## config.mk

```make
export PLATFORM = sky130hd
export DESIGN_NAME = control_unit_mc_flat
export DESIGN_NICKNAME = d
export VERILOG_FILES = /design/src/rtl/control_unit_mc_if.sv /design/src/rtl/control_unit_mc.sv /design/src/flat_wrapper.sv
export SDC_FILE = /design/constraint.sdc
export NUM_CORES = 1
export LEC_CHECK = 0
export CELL_PAD_IN_SITES_DETAIL_PLACEMENT = 1
export CELL_PAD_IN_SITES_GLOBAL_PLACEMENT = 2
export CORE_UTILIZATION = 30
export CTS_CLUSTER_DIAMETER = 60
export DETAILED_ROUTE_END_ITERATION = 12
export HOLD_SLACK_MARGIN = 0.06
export PLACE_DENSITY_LB_ADDON = 0.25
export SLEW_MARGIN = 40
export SYNTH_ARGS = -nofsm -noshare
export SYNTH_HDL_FRONTEND = slang
export SYNTH_SLANG_ARGS = --single-unit
export TNS_END_PERCENT = 100
```

## constraint.sdc

```tcl
create_clock -name clk -period 4.1 [get_ports clk]
set_clock_uncertainty 0.15 [all_clocks]
set_input_delay 0.82 -clock clk [delete_from_list [all_inputs] [get_ports clk]]
set_output_delay 0.82 -clock clk [all_outputs]
set_load 0.01 [all_outputs]
```

## src/rtl/control_unit_mc_if.sv

```systemverilog
// Shared types and the decoder/datapath <-> control unit bus.
//
// k_and_s_pkg
//   decoded_instruction_type : instruction class produced by the decoder.
//
// control_unit_mc_if
//   decoded_instruction              decoder -> control
//   zero_op, neg_op                  datapath flags -> control
//   unsigned_overflow                datapath flag -> control
//   signed_overflow                  datapath flag -> control
//   branch, pc_enable, ir_enable     control -> datapath
//   write_reg_enable, addr_sel       control -> datapath
//   c_sel, operation[1:0]            control -> datapath (ALU op: 00 OR, 01 ADD, 10 SUB, 11 AND)
//   flags_reg_enable                 control -> datapath
//   ram_write_enable                 control -> RAM
//   modport master : control unit side; modport slave : datapath/decoder side.

package k_and_s_pkg;
    typedef enum logic [3:0] {
        I_NOP    = 4'd0,
        I_LOAD   = 4'd1,
        I_STORE  = 4'd2,
        I_MOVE   = 4'd3,
        I_ADD    = 4'd4,
        I_SUB    = 4'd5,
        I_AND    = 4'd6,
        I_OR     = 4'd7,
        I_BRANCH = 4'd8,
        I_BZERO  = 4'd9,
        I_BNZERO = 4'd10,
        I_BNEG   = 4'd11,
        I_BNNEG  = 4'd12,
        I_BOV    = 4'd13,
        I_BNOV   = 4'd14,
        I_HALT   = 4'd15
    } decoded_instruction_type;
endpackage

interface control_unit_mc_if;
    import k_and_s_pkg::*;

    decoded_instruction_type decoded_instruction;
    logic                    zero_op;
    logic                    neg_op;
    logic                    unsigned_overflow;
    logic                    signed_overflow;
    logic                    branch;
    logic                    pc_enable;
    logic                    ir_enable;
    logic                    write_reg_enable;
    logic                    addr_sel;
    logic                    c_sel;
    logic [1:0]              operation;
    logic                    flags_reg_enable;
    logic                    ram_write_enable;

    modport master (
        input  decoded_instruction, zero_op, neg_op, unsigned_overflow, signed_overflow,
        output branch, pc_enable, ir_enable, write_reg_enable, addr_sel, c_sel, operation,
               flags_reg_enable, ram_write_enable
    );

    modport slave (
        output decoded_instruction, zero_op, neg_op, unsigned_overflow, signed_overflow,
        input  branch, pc_enable, ir_enable, write_reg_enable, addr_sel, c_sel, operation,
               flags_reg_enable, ram_write_enable
    );
endinterface

```

## src/rtl/control_unit_mc.sv

```systemverilog
// Multicycle K&S control FSM with configurable RAM read latency, selectable overflow flag
// for BOV/BNOV, single-step debug mode and a retired-instruction counter.
//
// Ports
//   clk          in   clock, rising edge
//   rst          in   asynchronous active-high reset
//   bus          master modport: decoded instruction + flags in, datapath/RAM controls out
//   step_mode    in   1: one instruction per step_req token
//   step_req     in   step token request, level sampled each cycle
//   halt         out  program ended (terminal until reset)
//   retired_cnt  out  completed instruction count, wraps modulo 2^CNT_W
//
// All outputs are decoded from the state (plus instruction/flags in DECODE and ALU_WB).

module control_unit_mc
    import k_and_s_pkg::*;
#(
    parameter int unsigned MEM_LATENCY = 1,
    parameter bit          OV_SIGNED   = 1'b0,
    parameter int unsigned CNT_W       = 16
) (
    input  logic               clk,
    input  logic               rst,
    control_unit_mc_if.master  bus,
    input  logic               step_mode,
    input  logic               step_req,
    output logic               halt,
    output logic [CNT_W-1:0]   retired_cnt
);

    typedef enum logic [3:0] {
        StFetch,
        StLatchIr,
        StDecode,
        StLoadWait,
        StLoadWb,
        StStoreWr,
        StAluWb,
        StBranchTake,
        StHalted
    } state_e;

    localparam int unsigned WaitW = (MEM_LATENCY > 1) ? $clog2(MEM_LATENCY) : 1;
    // Last wait_cnt value of FETCH and of LOAD_WAIT (FETCH lasts L cycles, LOAD_WAIT L-1).
    localparam logic [WaitW-1:0] FetchLast = WaitW'(MEM_LATENCY - 1);
    localparam logic [WaitW-1:0] LoadLast  = WaitW'((MEM_LATENCY > 1) ? MEM_LATENCY - 2 : 0);

    state_e             state_q, state_d;
    logic [WaitW-1:0]   wait_q, wait_d;
    logic               token_q, token_d;
    logic [CNT_W-1:0]   cnt_q, cnt_d;
    logic               fetch_exit;
    logic               retire;
    logic               cond_taken;
    logic [1:0]         alu_op;

    // State register
    always_ff @(posedge clk or posedge rst) begin
        if (rst) begin
            state_q <= StFetch;
            wait_q  <= '0;
            token_q <= 1'b0;
            cnt_q   <= '0;
        end else begin
            state_q <= state_d;
            wait_q  <= wait_d;
            token_q <= token_d;
            cnt_q   <= cnt_d;
        end
    end

    // Conditional branch evaluation and ALU opcode for the current instruction
    always_comb begin
        cond_taken = 1'b0;
        alu_op     = 2'b00;
        case (bus.decoded_instruction)
            I_BZERO:  cond_taken = bus.zero_op;
            I_BNZERO: cond_taken = ~bus.zero_op;
            I_BNEG:   cond_taken = bus.neg_op;
            I_BNNEG:  cond_taken = ~bus.neg_op;
            I_BOV:    cond_taken = OV_SIGNED ? bus.signed_overflow : bus.unsigned_overflow;
            I_BNOV:   cond_taken = OV_SIGNED ? ~bus.signed_overflow : ~bus.unsigned_overflow;
            I_ADD:    alu_op = 2'b01;
            I_SUB:    alu_op = 2'b10;
            I_AND:    alu_op = 2'b11;
            default:  ;
        endcase
    end

    // Next-state logic
    always_comb begin
        state_d    = state_q;
        wait_d     = wait_q;
        fetch_exit = 1'b0;
        retire     = 1'b0;
        case (state_q)
            StFetch: begin
                if (step_mode && !token_q) begin
                    // waiting for a step token; latency count frozen
                end else if (wait_q < FetchLast) begin
                    wait_d = wait_q + 1'b1;
                end else begin
                    state_d    = StLatchIr;
                    wait_d     = '0;
                    fetch_exit = 1'b1;
                end
            end
            StLatchIr: state_d = StDecode;
            StDecode: begin
                case (bus.decoded_instruction)
                    I_HALT:   state_d = StHalted;
                    I_BRANCH: state_d = StBranchTake;
                    I_MOVE, I_ADD, I_SUB, I_AND, I_OR: state_d = StAluWb;
                    I_LOAD:   state_d = (MEM_LATENCY > 1) ? StLoadWait : StLoadWb;
                    I_STORE:  state_d = StStoreWr;
                    default:  state_d = StFetch;
                endcase
                retire = (state_d == StFetch) || (state_d == StHalted);
            end
            StLoadWait: begin
                if (wait_q < LoadLast) begin
                    wait_d = wait_q + 1'b1;
                end else begin
                    wait_d  = '0;
                    state_d = StLoadWb;
                end
            end
            StLoadWb, StStoreWr, StAluWb, StBranchTake: begin
                state_d = StFetch;
                retire  = 1'b1;
            end
            StHalted: state_d = StHalted;
            default:  state_d = StFetch;
        endcase
    end

    // A request in the exit cycle of FETCH keeps the token for the next instruction.
    always_comb begin
        token_d = token_q;
        if (step_req) begin
            token_d = 1'b1;
        end else if (fetch_exit) begin
            token_d = 1'b0;
        end
        cnt_d = retire ? cnt_q + 1'b1 : cnt_q;
    end

    // Output decode
    always_comb begin
        bus.branch           = 1'b0;
        bus.pc_enable        = 1'b0;
        bus.ir_enable        = 1'b0;
        bus.write_reg_enable = 1'b0;
        bus.addr_sel         = 1'b0;
        bus.c_sel            = 1'b0;
        bus.operation        = 2'b00;
        bus.flags_reg_enable = 1'b0;
        bus.ram_write_enable = 1'b0;
        halt                 = 1'b0;
        case (state_q)
            StLatchIr: begin
                bus.ir_enable = 1'b1;
                bus.pc_enable = 1'b1;
            end
            StDecode: begin
                case (bus.decoded_instruction)
                    I_ADD, I_SUB, I_AND, I_OR: begin
                        bus.c_sel     = 1'b1;
                        bus.operation = alu_op;
                    end
                    I_LOAD, I_STORE: bus.addr_sel = 1'b1;
                    I_BZERO, I_BNZERO, I_BNEG, I_BNNEG, I_BOV, I_BNOV: begin
                        bus.branch    = cond_taken;
                        bus.pc_enable = cond_taken;
                    end
                    default: ;
                endcase
            end
            StLoadWait: bus.addr_sel = 1'b1;
            StLoadWb: begin
                bus.addr_sel         = 1'b1;
                bus.write_reg_enable = 1'b1;
            end
            StStoreWr: begin
                bus.addr_sel         = 1'b1;
                bus.ram_write_enable = 1'b1;
            end
            StAluWb: begin
                bus.write_reg_enable = 1'b1;
                bus.c_sel            = 1'b1;
                bus.flags_reg_enable = 1'b1;
                bus.operation        = alu_op;
            end
            StBranchTake: begin
                bus.branch    = 1'b1;
                bus.pc_enable = 1'b1;
            end
            StHalted: halt = 1'b1;
            default: ;
        endcase
    end

    assign retired_cnt = cnt_q;

endmodule

```

## src/flat_wrapper.sv

```systemverilog
// flat-port wrapper written by rule: the top's interface ports become plain ports
module control_unit_mc_flat import k_and_s_pkg::*;
#(
    parameter int unsigned MEM_LATENCY = 1,
    parameter bit          OV_SIGNED   = 1'b0,
    parameter int unsigned CNT_W       = 16
)
  (clk, rst, step_mode, step_req, halt, retired_cnt, bus_decoded_instruction, bus_zero_op, bus_neg_op, bus_unsigned_overflow, bus_signed_overflow, bus_branch, bus_pc_enable, bus_ir_enable, bus_write_reg_enable, bus_addr_sel, bus_c_sel, bus_operation, bus_flags_reg_enable, bus_ram_write_enable);
  control_unit_mc_if bus_i ();
  input  logic clk;
  input  logic rst;
  input  logic step_mode;
  input  logic step_req;
  output logic halt;
  output logic [CNT_W-1:0] retired_cnt;
  input wire logic [$bits(bus_i.decoded_instruction)-1:0] bus_decoded_instruction;
  input wire logic [$bits(bus_i.zero_op)-1:0] bus_zero_op;
  input wire logic [$bits(bus_i.neg_op)-1:0] bus_neg_op;
  input wire logic [$bits(bus_i.unsigned_overflow)-1:0] bus_unsigned_overflow;
  input wire logic [$bits(bus_i.signed_overflow)-1:0] bus_signed_overflow;
  output wire logic [$bits(bus_i.branch)-1:0] bus_branch;
  output wire logic [$bits(bus_i.pc_enable)-1:0] bus_pc_enable;
  output wire logic [$bits(bus_i.ir_enable)-1:0] bus_ir_enable;
  output wire logic [$bits(bus_i.write_reg_enable)-1:0] bus_write_reg_enable;
  output wire logic [$bits(bus_i.addr_sel)-1:0] bus_addr_sel;
  output wire logic [$bits(bus_i.c_sel)-1:0] bus_c_sel;
  output wire logic [$bits(bus_i.operation)-1:0] bus_operation;
  output wire logic [$bits(bus_i.flags_reg_enable)-1:0] bus_flags_reg_enable;
  output wire logic [$bits(bus_i.ram_write_enable)-1:0] bus_ram_write_enable;
  assign bus_i.decoded_instruction = bus_decoded_instruction;
  assign bus_i.zero_op = bus_zero_op;
  assign bus_i.neg_op = bus_neg_op;
  assign bus_i.unsigned_overflow = bus_unsigned_overflow;
  assign bus_i.signed_overflow = bus_signed_overflow;
  assign bus_branch = bus_i.branch;
  assign bus_pc_enable = bus_i.pc_enable;
  assign bus_ir_enable = bus_i.ir_enable;
  assign bus_write_reg_enable = bus_i.write_reg_enable;
  assign bus_addr_sel = bus_i.addr_sel;
  assign bus_c_sel = bus_i.c_sel;
  assign bus_operation = bus_i.operation;
  assign bus_flags_reg_enable = bus_i.flags_reg_enable;
  assign bus_ram_write_enable = bus_i.ram_write_enable;
  control_unit_mc #(.MEM_LATENCY(MEM_LATENCY), .OV_SIGNED(OV_SIGNED), .CNT_W(CNT_W)) u_core (.clk(clk), .rst(rst), .bus(bus_i), .step_mode(step_mode), .step_req(step_req), .halt(halt), .retired_cnt(retired_cnt));
endmodule
```

=== Word-level counts from Yosys, hierarchy flattened ===
Memories as Yosys holds them, arrays and structs flattened.
Cells that the tools add are included.

* Memories kept: 1
* RAM bits: 0
* Logic and storage cells: 81
* Memory bits (read-only): 64
* Bits in registers: 22
* Output and inout port bits: 27
* Bits in latches: 0
* Bits of input ports: 12

{| class="wikitable"
|+ Memories
! memory !! depth !! width !! read ports !! clocked after memory_dff !! write ports !! line !! text
|-
| (no name shown) || 16 || 4 || 1 || 0 || 0 || control_unit_mc.sv:110 || <nowiki>case (bus.decoded_instruction)</nowiki>
|}

* Shift operators: 0
* $lt $le $gt $ge: 1
* Add/subtract/negate cells: 2
* Multipliers: 0
* Bitwise logic cells: 3
* Div/mod/pow operators: 0
* Reduce and logical (&&, ||, !) cells: 16
* Muxes and demuxes: 30
* Equal/unequal tests: 24

{| class="wikitable"
|+ Operator list
! kind !! number
|-
| $eq A4 B3 Y1 const B || 8
|-
| $eq A4 B4 Y1 const B || 8
|-
| $pmux W4 S5 || 1
|-
| $add A16 B1 Y16 const B || 1
|-
| $mux W4 || 4
|-
| $mux W1 || 15
|-
| $eq A4 B2 Y1 const B || 3
|-
| $pmux W1 S2 || 6
|-
| $eq A4 B1 Y1 const B || 2
|-
| $logic_not A4 Y1 || 2
|-
| $reduce_or A4 Y1 || 2
|-
| $ne A2 B2 Y1 const B || 3
|-
| $pmux W1 S6 || 1
|-
| $pmux W2 S3 || 1
|-
| $reduce_or A2 Y1 || 3
|-
| $reduce_or A6 Y1 || 1
|-
| $pmux W2 S2 || 1
|-
| $reduce_bool A2 Y1 || 2
|-
| $not A1 Y1 || 3
|-
| $reduce_and A3 Y1 || 1
|-
| $reduce_or A3 Y1 || 1
|-
| $mux W2 || 1
|-
| $reduce_and A2 Y1 || 1
|-
| $add A1 B1 Y1 const B || 1
|-
| other kinds (4) || 4
|}

=== Logic depth before layout (Yosys ltp) ===
* Word-level depth: 6
* Mapped depth: 6
* Gate-level depth less buffers: 4

=== Worst setup path before layout ===
No wires, ideal clock.

* Path type: input to output
* From: in bus_decoded_instruction[2]
* To: out bus_branch
* Slack: 1.078 ns
* Stages on the path: 5
* Data required time: 3.130 ns
* Path buffers: 1
* Data arrival time: 2.052 ns
* Cells stage by stage: buf_2 > nor2_1 > a2111oi_1 > o2111ai_1 > a211oi_1

* Cells in the longest elaborated chain, start to end: 4
* Elaborated cells on any way between the ends: 10

{| class="wikitable"
|+ Ends and longest elaborated chain
! item !! line !! text
|-
| from (decl) || flat_wrapper.sv:16 || <nowiki>input wire logic [$bits(bus_i.decoded_instruction)-1:0] bus_decoded_instruction;</nowiki>
|-
| $eq A4 B4 Y1 || control_unit_mc.sv:76, control_unit_mc.sv:166 ||
|-
| $pmux W1 S6 / $reduce_or A6 Y1 (equally long branches) || control_unit_mc.sv:76, control_unit_mc.sv:166 ||
|-
| $mux W1 (*) || control_unit_mc.sv:166 || <nowiki>case (bus.decoded_instruction)</nowiki>
|-
| $pmux W1 S2 (*) || control_unit_mc.sv:160 || <nowiki>case (state_q)</nowiki>
|-
| to (decl) || flat_wrapper.sv:21 || <nowiki>output wire logic [$bits(bus_i.branch)-1:0] bus_branch;</nowiki>
|}

Every way passes the cells marked *; elsewhere a longest branch is shown, timed or not.

=== Worst setup path after layout ===
* From: in bus_decoded_instruction[0]
* To: out bus_branch

The elaborated chain is that of the path after synthesis.

==> impl_metrics.json <==
{
  "status": "finished, final reports clean",
  "gp_congestion": 0.827,
  "cp-start-kind": "input pin",
  "fmax_ghz": 0.261,
  "cts_tree": "yes",
  "cts_sinks": 21,
  "ctsResizeCount": 0,
  "worstSetupEndpointType": "output pin",
  "swShare": 0.383,
  "grt_pass1_vias": 1199,
  "insertion_delay_ns": 0.26,
  "vdd.ir_drop.worst_mv": 0.221,
  "num_vias": 1138,
  "power.share.sequential": 0.389,
  "switching_power_w": 0.000315,
  "num-fill-cells": 476,
  "layout_commonest_cell": "clkdlybuf4s50_1",
  "fin_crit_sh": 0.933,
  "rsz0062_at_grt": "no",
  "dpl.hpwl_um": 2480,
  "die_h_um": 68.0,
  "drt_iter0_drc": 36,
  "num_antenna_cells": 0,
  "postCtsSetupBuffers": 0,
  "ioPinCount": 39,
  "path_max_fanout": 2,
  "yosys_warnings": 0,
  "core_sq_mm": 0.00409,
  "final_nets": 189,
  "grt_max_degree": 22,
  "relSlewSlack": 0.608,
  "timing.final.hold_violations": 0,
  "clk_pin_slew_worst_paths_ns": 0.08,
  "syn_to_final_growth_pct": 35.7,
  "start_util": 0.319,
  "final_cell_mix": "clkdlybuf4s50_1, dfrtp_1, xor2_1",
  "path_class": "input pin to output pin",
  "grt_pass1_wl_um": 5620,
  "fin_crit_ns": 3.83,
  "register_area_sq_um": 526,
  "yosysSeqAreaShare": 0.403,
  "drt-pass1-iter-count": 3,
  "grt_overflow": 0,
  "power_density_mw_per_mm2": 465,
  "antenna_left": 0,
  "internal-power_w": 0.000507,
  "holdBufCountCts": 0,
  "antenna_found_initial": 0,
  "die_area_sq_mm": 0.00462,
  "clockRootBuffer": "clkbuf_8",
  "synth_cell_types": 42,
  "worst_slew_pin_slew_ns": 0.585,
  "leakage_nw": 0.740,
  "multi_input_area_sq_um": 691,
  "cts.htree.levels": 1,
  "setup_viol": 0,
  "clockBufferDepth": 2,
  "finalSetupTns_ns": 0,
  "via_per_inst": 5.06,
  "synth.avg_cell_area_sq_um": 9.46,
  "cp.arrival_ns": 2.86,
  "syn_area_sq_mm": 0.00131,
  "grt_usage": 0.160,
  "yosys_register_bits": 21,
  "drt-total-wl_um": 3280,
  "cp.required_ns": 3.13,
  "clock_power_share": 0.167,
  "max_cap_viol_count": 0,
  "slew_viol_final": 0,
  "numCtsBuffers": 3,
  "fp-row-count": 23,
  "syn_inst": 138,
  "drt-wirelength-per-cell_um": 14.6,
  "syn-num-nets": 151,
  "io_buffers": 37,
  "die_w_um": 68.0,
  "hp-class": "flip-flop to flip-flop",
  "combPwrFrac": 0.444,
  "layout-drive-gt1-share": 0.120,
  "fin_util": 0.433,
  "drc": 0
}
[final cells by class]
cell class	instances	area share
multi-input cells	99	0.390
well taps	50	0.0353
inverters	8	0.0170
flip-flops and latches	21	0.297
repair buffers	43	0.235
clock buffers	3	0.0233
clock inverters	1	0.00283
[flip-flops by register name, indices dropped and copies added (netlist names)]
register	count
u_core.retired_cnt	16
u_core.state_q	4
u_core.token_q	1
[layer usage]
metal / global-route usage / vias to the layer above / wire length, um
li1: - / 555 / -
met1: 0.228 / 563 / 1640
met2: 0.248 / 18 / 1520
met3: 0.0350 / 2 / 113
met4: 0.0286 / 0 / 10
met5: 0 / - / 0
[through the flow]
| step | setup slack (ns) | power [W] | instance area, sq um | hold slack [ns] | instances |
|---|---|---|---|---|---|
| after global routing | 0.106 | 0.000889 | 1770 | 0.346 | 225 |
| after floorplan | 1.08 | 0.000518 | 1310 | 0.324 | 138 |
| final | 0.274 | 0.000823 | 1770 | 0.315 | 225 |
| after detailed placement | 0.261 | 0.000692 | 1720 | 0.308 | 221 |
| after CTS | 0.257 | 0.000835 | 1770 | 0.322 | 225 |
| after global placement | 0.292 | 0.000683 | 1720 | 0.304 | 221 |
[cells by family (layout without fill, tap and decap cells)]
logic type      count (synthesis)  after routing  share of synthesized area
compound gates                 18             18                      0.104
simple gates                   61             61                      0.285
xor+xnor                       17             17                      0.114
flops                          21             21                      0.403
mux                             2              2                     0.0173
fa+ha+maj                       1              1                    0.00959
buf+inv                        18             55                     0.0681
[critical path, cell delays in order]
cell and delay (ns):
clkdlybuf4s50_1 0.48, nor2_1 0.07, a2111oi_1 0.49, o2111ai_1 0.18, a211oi_1 0.25, clkdlybuf4s50_1 0.57
[power by group through the flow]
stage                     Sequential [W]  Combinational [W]  Clock (W)
after floorplan                 0.000301           0.000218          0
after global placement          0.000320           0.000363          0
after detailed placement        0.000322           0.000370          0
after CTS                       0.000319           0.000372   0.000143
after global routing            0.000328           0.000411   0.000150
final                           0.000320           0.000365   0.000138
[final timing paths]
path | start | to | slack, ns | cells past startpoint
max in group asynchronous | rst | u_core.retired_cnt[9]$_DFFE_PP0P_ | 2.77 | 2
hold / removal | u_core.retired_cnt[15]$_DFFE_PP0P_ | u_core.retired_cnt[15]$_DFFE_PP0P_ | 0.31 | 1
hold reg to reg | u_core.retired_cnt[15]$_DFFE_PP0P_ | u_core.retired_cnt[15]$_DFFE_PP0P_ | 0.31 | 1
min in group asynchronous | rst | u_core.retired_cnt[7]$_DFFE_PP0P_ | 0.72 | 2
setup reg to reg | u_core.state_q[1]$_DFFE_PP0P_ | u_core.retired_cnt[15]$_DFFE_PP0P_ | 2.14 | 4
setup / recovery | bus_decoded_instruction[0] | bus_branch | 0.27 | 6
[cells in the mapped netlist, drive strengths merged]
cell type / count / area (sq um)
nor4: 5 / 52.6
nand4b: 1 / 8.76
inv: 8 / 30.0
xnor2: 4 / 35.0
nor3: 14 / 95.1
ha: 1 / 12.5
o41ai: 1 / 8.76
mux2: 2 / 22.5
o2111ai: 2 / 23.8
nor4b: 1 / 8.76
a21oi: 6 / 30.0
xor2: 13 / 114
nand4: 1 / 6.26
nand2: 8 / 30.0
clkbuf: 4 / 15.0
nand2b: 2 / 12.5
o211ai: 1 / 7.51
and3: 2 / 12.5
nor3b: 4 / 30.0
a211oi: 1 / 7.51
nand3b: 1 / 7.51
dfrtp: 21 / 526
o21ai: 3 / 15.0
nand3: 4 / 20.0
o31a: 1 / 8.76
nor2: 12 / 45.0
and4: 2 / 17.5
o311ai: 1 / 16.3
o21bai: 1 / 7.51
buf: 6 / 43.8
nor2b: 3 / 18.8
a2111oi: 1 / 10.0
and2: 1 / 6.26
Power figures use the tool's default switching activity.
